## config.mk

```make
export PLATFORM = sky130hd
export DESIGN_NAME = debounce_scan_ctrl
export DESIGN_NICKNAME = d
export VERILOG_FILES = /design/src/rtl/debounce_scan_pkg.sv /design/src/rtl/scan_state_table.sv /design/src/rtl/debounce_scan_ctrl.sv
export SDC_FILE = /design/constraint.sdc
export NUM_CORES = 1
export LEC_CHECK = 0
export CAP_MARGIN = 20
export CELL_PAD_IN_SITES_DETAIL_PLACEMENT = 0
export CELL_PAD_IN_SITES_GLOBAL_PLACEMENT = 1
export CORE_MARGIN = 5
export CORE_UTILIZATION = 45
export DETAILED_ROUTE_END_ITERATION = 8
export GPL_TIMING_DRIVEN = 0
export HOLD_SLACK_MARGIN = 0.05
export PLACE_DENSITY_LB_ADDON = 0.25
export SYNTH_ARGS = -nofsm -noshare
export SYNTH_HDL_FRONTEND = slang
export SYNTH_SLANG_ARGS = --single-unit
```

## constraint.sdc

```tcl
create_clock -name clk -period 4.19 [get_ports clk]
set_input_delay 1.0475 -clock clk [delete_from_list [all_inputs] [get_ports clk]]
set_output_delay 1.0475 -clock clk [all_outputs]
set_load 0.01 [all_outputs]
```

## src/rtl/debounce_scan_pkg.sv

```systemverilog
// Shared widths, FSM encoding and event record for the debouncer scan controller.
package debounce_scan_pkg;
   localparam int ADDR_W  = 3;
   localparam int DATA_W  = 8;
   localparam int MAX_DEV = 8;

   localparam logic [2:0] S_IDLE    = 3'd0;
   localparam logic [2:0] S_SETTLE  = 3'd1;
   localparam logic [2:0] S_CAPTURE = 3'd2;
   localparam logic [2:0] S_REPORT  = 3'd3;
   localparam logic [2:0] S_GAP     = 3'd4;

   typedef struct packed {
      logic [ADDR_W-1:0] addr;
      logic [DATA_W-1:0] data;
      logic [DATA_W-1:0] changed;
   } scan_ev_t;

   function automatic int max2(input int a, input int b);
      return (a > b) ? a : b;
   endfunction
endpackage

```

## src/rtl/scan_state_table.sv

```systemverilog
// Last-seen byte per device plus a primed flag; one write port, two async read ports.
module scan_state_table
   import debounce_scan_pkg::*;
(
   input  logic              clk,
   input  logic              rst,
   input  logic              we,
   input  logic [ADDR_W-1:0] waddr,
   input  logic [DATA_W-1:0] wdata,
   input  logic [ADDR_W-1:0] caddr,
   output logic [DATA_W-1:0] cdata,
   output logic              cvalid,
   input  logic [ADDR_W-1:0] raddr,
   output logic [DATA_W-1:0] rdata,
   output logic              rvalid
);
   logic [MAX_DEV-1:0][DATA_W-1:0] mem_q, mem_d;
   logic [MAX_DEV-1:0]             vld_q, vld_d;

   always_comb begin
      mem_d = mem_q;
      vld_d = vld_q;
      if (we) begin
         mem_d[waddr] = wdata;
         vld_d[waddr] = 1'b1;
      end
   end

   always_ff @(posedge clk) begin
      if (rst) begin
         mem_q <= '0;
         vld_q <= '0;
      end else begin
         mem_q <= mem_d;
         vld_q <= vld_d;
      end
   end

   assign cdata  = mem_q[caddr];
   assign cvalid = vld_q[caddr];
   assign rdata  = mem_q[raddr];
   assign rvalid = vld_q[raddr];
endmodule

```

## src/rtl/debounce_scan_ctrl.sv

```systemverilog
// Round-robin poller for a bank of debouncers: select, settle, capture, and report
// bytes that differ from the last value seen for that device.
module debounce_scan_ctrl
   import debounce_scan_pkg::*;
#(
   parameter int NUM_DEV       = 8,
   parameter int SETTLE_CYCLES = 4,
   parameter int SCAN_GAP      = 16
) (
   input  logic              clk,
   input  logic              rst,
   input  logic              en,
   output logic [ADDR_W-1:0] aBus,
   input  logic [DATA_W-1:0] data_in,
   output logic              ev_valid,
   input  logic              ev_ready,
   output logic [ADDR_W-1:0] ev_addr,
   output logic [DATA_W-1:0] ev_data,
   output logic [DATA_W-1:0] ev_changed,
   input  logic [ADDR_W-1:0] rd_addr,
   output logic [DATA_W-1:0] rd_data,
   output logic              busy,
   output logic              sweep_done
);
   localparam int CNT_W = $clog2(max2(SETTLE_CYCLES, SCAN_GAP) + 1);
   localparam logic [CNT_W-1:0]  SETTLE_LAST = CNT_W'(SETTLE_CYCLES - 1);
   localparam logic [CNT_W-1:0]  GAP_LAST    = CNT_W'((SCAN_GAP > 0) ? SCAN_GAP - 1 : 0);
   localparam logic [ADDR_W-1:0] LAST_IDX    = ADDR_W'(NUM_DEV - 1);
   localparam logic [ADDR_W:0]   NUM_DEV_L   = NUM_DEV[ADDR_W:0];

   logic [2:0]        state_q, state_d;
   logic [ADDR_W-1:0] idx_q, idx_d;
   logic [ADDR_W-1:0] abus_q, abus_d;
   logic [CNT_W-1:0]  cnt_q, cnt_d;
   logic              ev_valid_q, ev_valid_d;
   scan_ev_t          ev_q, ev_d;
   logic              sweep_done_q, sweep_done_d;
   logic              advance;

   logic              tbl_we;
   logic [DATA_W-1:0] tbl_cdata, tbl_rdata;
   logic              tbl_cvalid, tbl_rvalid;

   scan_state_table u_table (
      .clk    (clk),
      .rst    (rst),
      .we     (tbl_we),
      .waddr  (idx_q),
      .wdata  (data_in),
      .caddr  (idx_q),
      .cdata  (tbl_cdata),
      .cvalid (tbl_cvalid),
      .raddr  (rd_addr),
      .rdata  (tbl_rdata),
      .rvalid (tbl_rvalid)
   );

   always_comb begin
      state_d      = state_q;
      idx_d        = idx_q;
      cnt_d        = cnt_q;
      ev_valid_d   = ev_valid_q;
      ev_d         = ev_q;
      sweep_done_d = 1'b0;
      tbl_we       = 1'b0;
      advance      = 1'b0;

      case (state_q)
         S_IDLE: begin
            if (en) begin
               state_d = S_SETTLE;
               cnt_d   = '0;
            end
         end
         S_SETTLE: begin
            if (cnt_q == SETTLE_LAST) begin
               state_d = S_CAPTURE;
               cnt_d   = '0;
            end else begin
               cnt_d = cnt_q + CNT_W'(1);
            end
         end
         S_CAPTURE: begin
            // First visit after reset primes the entry silently.
            if (!tbl_cvalid) begin
               tbl_we  = 1'b1;
               advance = 1'b1;
            end else if (tbl_cdata != data_in) begin
               tbl_we        = 1'b1;
               ev_valid_d    = 1'b1;
               ev_d.addr     = idx_q;
               ev_d.data     = data_in;
               ev_d.changed  = data_in ^ tbl_cdata;
               state_d       = S_REPORT;
            end else begin
               advance = 1'b1;
            end
         end
         S_REPORT: begin
            if (ev_valid_q && ev_ready) begin
               ev_valid_d = 1'b0;
               advance    = 1'b1;
            end
         end
         S_GAP: begin
            if (!en) begin
               state_d = S_IDLE;
               cnt_d   = '0;
            end else if (cnt_q == GAP_LAST) begin
               state_d = S_SETTLE;
               cnt_d   = '0;
            end else begin
               cnt_d = cnt_q + CNT_W'(1);
            end
         end
         default: begin
            state_d = S_IDLE;
            cnt_d   = '0;
         end
      endcase

      if (advance) begin
         cnt_d = '0;
         if (idx_q == LAST_IDX) begin
            idx_d        = '0;
            sweep_done_d = 1'b1;
            if (SCAN_GAP > 0) state_d = S_GAP;
            else              state_d = en ? S_SETTLE : S_IDLE;
         end else begin
            idx_d   = idx_q + ADDR_W'(1);
            state_d = en ? S_SETTLE : S_IDLE;
         end
      end

      // aBus follows idx only once a device is selected; it parks on the last one otherwise.
      abus_d = (state_d == S_SETTLE) ? idx_d : abus_q;
   end

   always_ff @(posedge clk) begin
      if (rst) begin
         state_q      <= S_IDLE;
         idx_q        <= '0;
         abus_q       <= '0;
         cnt_q        <= '0;
         ev_valid_q   <= 1'b0;
         ev_q         <= '0;
         sweep_done_q <= 1'b0;
      end else begin
         state_q      <= state_d;
         idx_q        <= idx_d;
         abus_q       <= abus_d;
         cnt_q        <= cnt_d;
         ev_valid_q   <= ev_valid_d;
         ev_q         <= ev_d;
         sweep_done_q <= sweep_done_d;
      end
   end

   assign aBus       = abus_q;
   assign ev_valid   = ev_valid_q;
   assign ev_addr    = ev_q.addr;
   assign ev_data    = ev_q.data;
   assign ev_changed = ev_q.changed;
   assign busy       = (state_q != S_IDLE);
   assign sweep_done = sweep_done_q;
   assign rd_data    = (({1'b0, rd_addr} < NUM_DEV_L) && tbl_rvalid) ? tbl_rdata : '0;
endmodule

```

# Word level (Yosys, flattened, before mapping)

Cells that the tools add are included.

Bits of input ports: 15
Register bits: 107
Word-level logic and storage cells: 94

Equality and inequality tests: 13
Multiplexer cells: 43
$lt $le $gt $ge: 3
Add/subtract/negate cells: 2
Bitwise logic cells: 4
Reductions and logical operators: 11

Operator list:

| cell                                                | count |
|---|---|
| bitwise mux 64 bit                                  | 1 |
| binary-select mux 8 bit (select 3 bit)              | 2 |
| two-way mux 8 bit                                   | 4 |
| two-way mux 3 bit                                   | 10 |
| demux 8 bit (select 3 bit)                          | 1 |
| two-way mux 5 bit                                   | 4 |
| case mux 5 bit (4 select lines)                     | 1 |
| case mux 3 bit (5 select lines)                     | 1 |
| two-way mux 1 bit                                   | 14 |
| < comparator 3 x 4 -> 1 bit (second input constant) | 2 |
| != test 2 bit (second input constant)               | 4 |
| != test 8 bit                                       | 1 |
| OR 8 bit                                            | 1 |
| XOR 8 bit                                           | 1 |
| binary-select mux 1 bit (select 3 bit)              | 2 |
| == test 3 x 1 -> 1 bit (second input constant)      | 2 |
| == test 3 x 2 -> 1 bit (second input constant)      | 2 |
| == test 3 bit (second input constant)               | 2 |
| OR reduction 2 bit                                  | 3 |
| adder 5 x 1 -> 5 bit (second input constant)        | 1 |
| == test 5 x 2 -> 1 bit (second input constant)      | 1 |
| == test 5 x 4 -> 1 bit (second input constant)      | 1 |
| case mux 1 bit (2 select lines)                     | 2 |
| AND reduction 4 bit                                 | 1 |
| other kinds (10)                                    | 12 |

# Depth between registers and ports, before layout

Depth in word-level cells: 8
Depth in mapped cells: 12

# By module

A second synthesis with hierarchy kept.

Cell total of the unflattened synthesis: 571
Area total of the unflattened synthesis: 5679.2 sq um

By module, submodules not included:

| module             | cells an instance | instances | area an instance (sq um) |
|---|---|---|---|
| scan_state_table   | 361               | 1         | 3822.4 |
| debounce_scan_ctrl | 210               | 1         | 1856.8 |

# Least setup slack after synthesis

OpenSTA, ideal clock, no wires.

Kind: input port to output port
Start point: input rd_addr[0]
End point: output rd_data[5]
Path buffers: 2
Stages on the path: 5
Arrival: 2.837 ns
Path slack: 0.305 ns
Cell sequence: clkbuf_1 > clkbuf_1 > mux4_2 > mux2i_1 > nor2_1

Longest elaborated chain between the ends: 3

RTL lines:

| what                                                                                                    | line                                           | RTL |
|---|---|---|
| from (decl)                                                                                             | debounce_scan_ctrl.sv:20                       | `input logic [ADDR_W-1:0] rd_addr,` |
| binary-select mux 8 bit (select 3 bit) / binary-select mux 1 bit (select 3 bit) (equally long branches) | scan_state_table.sv:41, scan_state_table.sv:42 |  |
| two-way mux 8 bit (not written as such) / two-way mux 1 bit (equally long branches)                     | scan_state_table.sv:41, scan_state_table.sv:42 |  |
| two-way mux 8 bit (*)                                                                                   | debounce_scan_ctrl.sv:166                      | `assign rd_data = (({1'b0, rd_addr} < NUM_DEV_L) && tbl_rvalid) ? tbl_rdata : '0;` |
| to (decl)                                                                                               | debounce_scan_ctrl.sv:21                       | `output logic [DATA_W-1:0] rd_data,` |

Every way passes the cells marked *; elsewhere a longest branch is shown, timed or not. The select of a mux whose other input is x is not followed.

# Worst setup path in the final report

Ends and elaborated chain as after synthesis.

==> reports/qor.txt <==
outcome -> finished, final reports clean
RSZ-0062 raised after global routing -> false
Root Buffer -> clkbuf_16
average size of a mapped cell -> 9.66 µm²
critical path's largest stage delay -> 0.56 ns
Data required, critical path -> 3.14 ns
TritonCTS sink count -> 107
grt ovf -> 0
Post-CTS Setup Repair Bufs -> 0
Remaining DRCs -> 0
largest net degree at the start of global routing -> 16
Initial Util -> 45.3%
Mapped Cells -> 556
synth-to-layout area growth -> 16.8%
Setup Crit Path Kind -> input pin to output pin
Synthesis Warnings -> 0
routability cong. -> 0.836
Die Span X -> 119 µm
Least-Margin Pin Slew -> 0.776 ns
global-route wire length before repair -> 23.4 mm
sequential area share after synthesis -> 39.9%
Synth Cell Area -> 5370 µm²
fin crit period -> 4.08 ns
TritonCTS Buffers -> 9
DRT iter0 DRCs -> 353
Pre-antenna DRT Iters -> 7
IO buf count -> 44
static leakage -> 2.05 nW
initial antenna violation count -> 0
Tcrit/Tclk final -> 97.3%
setup tns final -> 0 ns
routed len/inst -> 19.5 µm
Fin Clk Skew -> 0.00659 ns
count of different cell masters after synthesis -> 36
CP Launch Type -> input pin
Detail Route Antenna Nets -> 0
syn nets -> 576
Worst Path Arrival -> 3.03 ns
Hold Crit Class -> flip-flop to flip-flop
IO Pins -> 48
die height -> 119 µm
GRT Total Usage -> 21.3%
number of core rows -> 40
post-route worst setup slack -> 0.115 ns
vias in the first global route -> 4156
Pwr Total -> 0.00193 W
CP max stage cell -> mux4_2
Worst Path Buf+Inv -> 3
layout cells sized above 1 -> 10.7%
clock latency on the worst-skew pair -> 0.35 ns
placed cell count -> 747
max_cap viols -> 0
maximum net fanout on the critical path -> 10
core area -> 11900 µm²
CTS tree -> built
Clock Pin Slew Worst Setup and Hold Paths -> 0.07 ns
H-tree depth -> 3
fin cells -> 762
cells along the critical path -> clkbuf_2 -> clkbuf_8 -> mux4_2 -> mux2i_1 -> nor2_1 -> clkdlybuf4s50_1
Ant. Diodes -> 0
Worst VDD drop -> 201 µV
FF+latch count, synth -> 107
HPWL after DPL -> 10.6 mm
total vias in the final route -> 4351
Post-layout nets -> 631
final-report max-slew violation count -> 0
critical path endpoint category -> output pin
final setup vio count -> 0
maximum clock rate -> 0.245 GHz
Power Dens Cells -> 307 nW/µm²
vias per std cell -> 5.71
worst hold slack -> 0.497 ns
cts hold-fix bufs -> 0
maximum clock insertion buffer count -> 2
die area -> 14200 µm²
final hold viol count -> 0
Place WS -> -0.796 ns
Worst path top cell family by delay -> buffers and inverters
WL final -> 14.8 mm
# fillers -> 1073
max-slew headroom at the worst pin -> 48.3%
==> kinds of logic (layout without fill, tap and decap cells) <==
group	count (synthesis)	count (layout)	share of synthesized area (%)
simple gates	192	192	15.7
mux	148	148	32.3
flops	107	107	39.9
compound gates	54	54	6.36
buf+inv	50	109	4.68
fa+ha+maj	5	5	1.16
==> power by group <==
| part | internal, W | switching [W] |
|---|---|---|
| clock network | 0.000414 | 0.000369 |
| registers | 0.00102 | 0.00000244 |
| logic | 0.0000440 | 0.0000764 |
==> synthesized netlist by cell type <==
cell      instances  area share, %
o21a_1            5           0.70
a21oi_1          15            1.4
or3b_2            1           0.16
nand3_1          10           0.93
o31a_1            4           0.65
nor4_1            4           0.47
clkbuf_1         23            1.6
nor4_4            1           0.40
a21o_1            1           0.14
buf_6             5            1.0
mux2i_1         127             24
nand2_1           5           0.35
or2_1             1           0.12
or2_2             2           0.23
and2_1            2           0.23
ha_1              5            1.2
buf_4             2           0.28
and3_1            1           0.12
mux2_2            1           0.21
or3_1             2           0.23
o22ai_1          17            2.0
dfxtp_1         107             40
nor2_1          140            9.8
nand2b_1          5           0.58
nor3_1            5           0.47
or4b_2            1           0.19
a211oi_1          6           0.84
a221oi_1          1           0.16
o21ai_0           4           0.37
a31oi_1           1           0.12
nand4_1           3           0.35
buf_2            15            1.4
inv_1             3           0.21
nor2b_1           9            1.0
buf_1             2           0.14
mux4_2           20            8.4
==> routing by layer <==
metal | GRT usage, % | wire, µm | up-vias
met5 | 0 | 0 | -
met4 | 7.24 | 268 | 0
met3 | 4.84 | 874 | 14
met2 | 32.1 | 6660 | 136
met1 | 30.1 | 7040 | 2123
li1 | - | - | 2078
==> repair_timing <==
action,CTS,global route
setup endpoints to repair,8,3
pin swaps,0,0
gates cloned,0,0
resized for setup,6,1
==> through the flow <==
stage	utilization, %	cell area, µm²
global placement	50.5	6000
global route	52.9	6270
CTS	52.9	6270
detailed placement	50.5	6000
floorplan	-	5370
finish	52.9	6270
==> final timing paths <==
kind                  from       endpoint  slack [ns]  depth (start not counted)
max             rd_addr[0]     rd_data[5]        0.11                          6
min          ev_changed[1]  ev_changed[1]        0.50                          2
max reg2reg       idx_q[0]  ev_changed[6]        0.86                         11
min reg2reg  ev_changed[1]  ev_changed[1]        0.50                          2
==> worst register-to-register path: cells and delay by family (launching register included) <==
kind | cells | cell delay (ns)
muxes | 2 | 0.59
buffers and inverters | 3 | 0.87
DFF | 1 | 0.34
AOI/OAI and AO/OA | 3 | 0.73
and+or+nand+nor | 3 | 0.68
==> state kept, by name (all words and copies together), names as in the netlist <==
| signal | flops |
|---|---|
| u_table.mem_q | 64 |
| ev_changed | 8 |
| ev_data | 8 |
| u_table.vld_q | 8 |
| cnt_q | 5 |
| aBus | 3 |
| ev_addr | 3 |
| idx_q | 3 |
| state_q | 3 |
| ev_valid | 1 |
| sweep_done | 1 |
==> placed cells by master, fill, tap and decap left out, types with 10 or more instances in the layout <==
cell and instances:
nand3_1 10, buf_2 15, clkdlybuf4s50_1 44, clkbuf_1 22, mux4_2 20, mux2i_1 126, a21oi_1 15, dfxtp_1 107
o22ai_1 17, nor2_1 140
==> layout make-up <==
class / count / area (µm²) / area share, %
Multi-Input combinational cell: 399 / 2980 / 47.5
Timing Repair Buffer: 44 / 440 / 7.02
Clock inverter: 3 / 15.0 / 0.239
Clock buffer: 12 / 246 / 3.93
Sequential cell: 107 / 2140 / 34.1
Inverter: 3 / 11.3 / 0.179
Buffer: 47 / 254 / 4.05
Tap cell: 147 / 184 / 2.93
(Power assumes the default switching activity.)
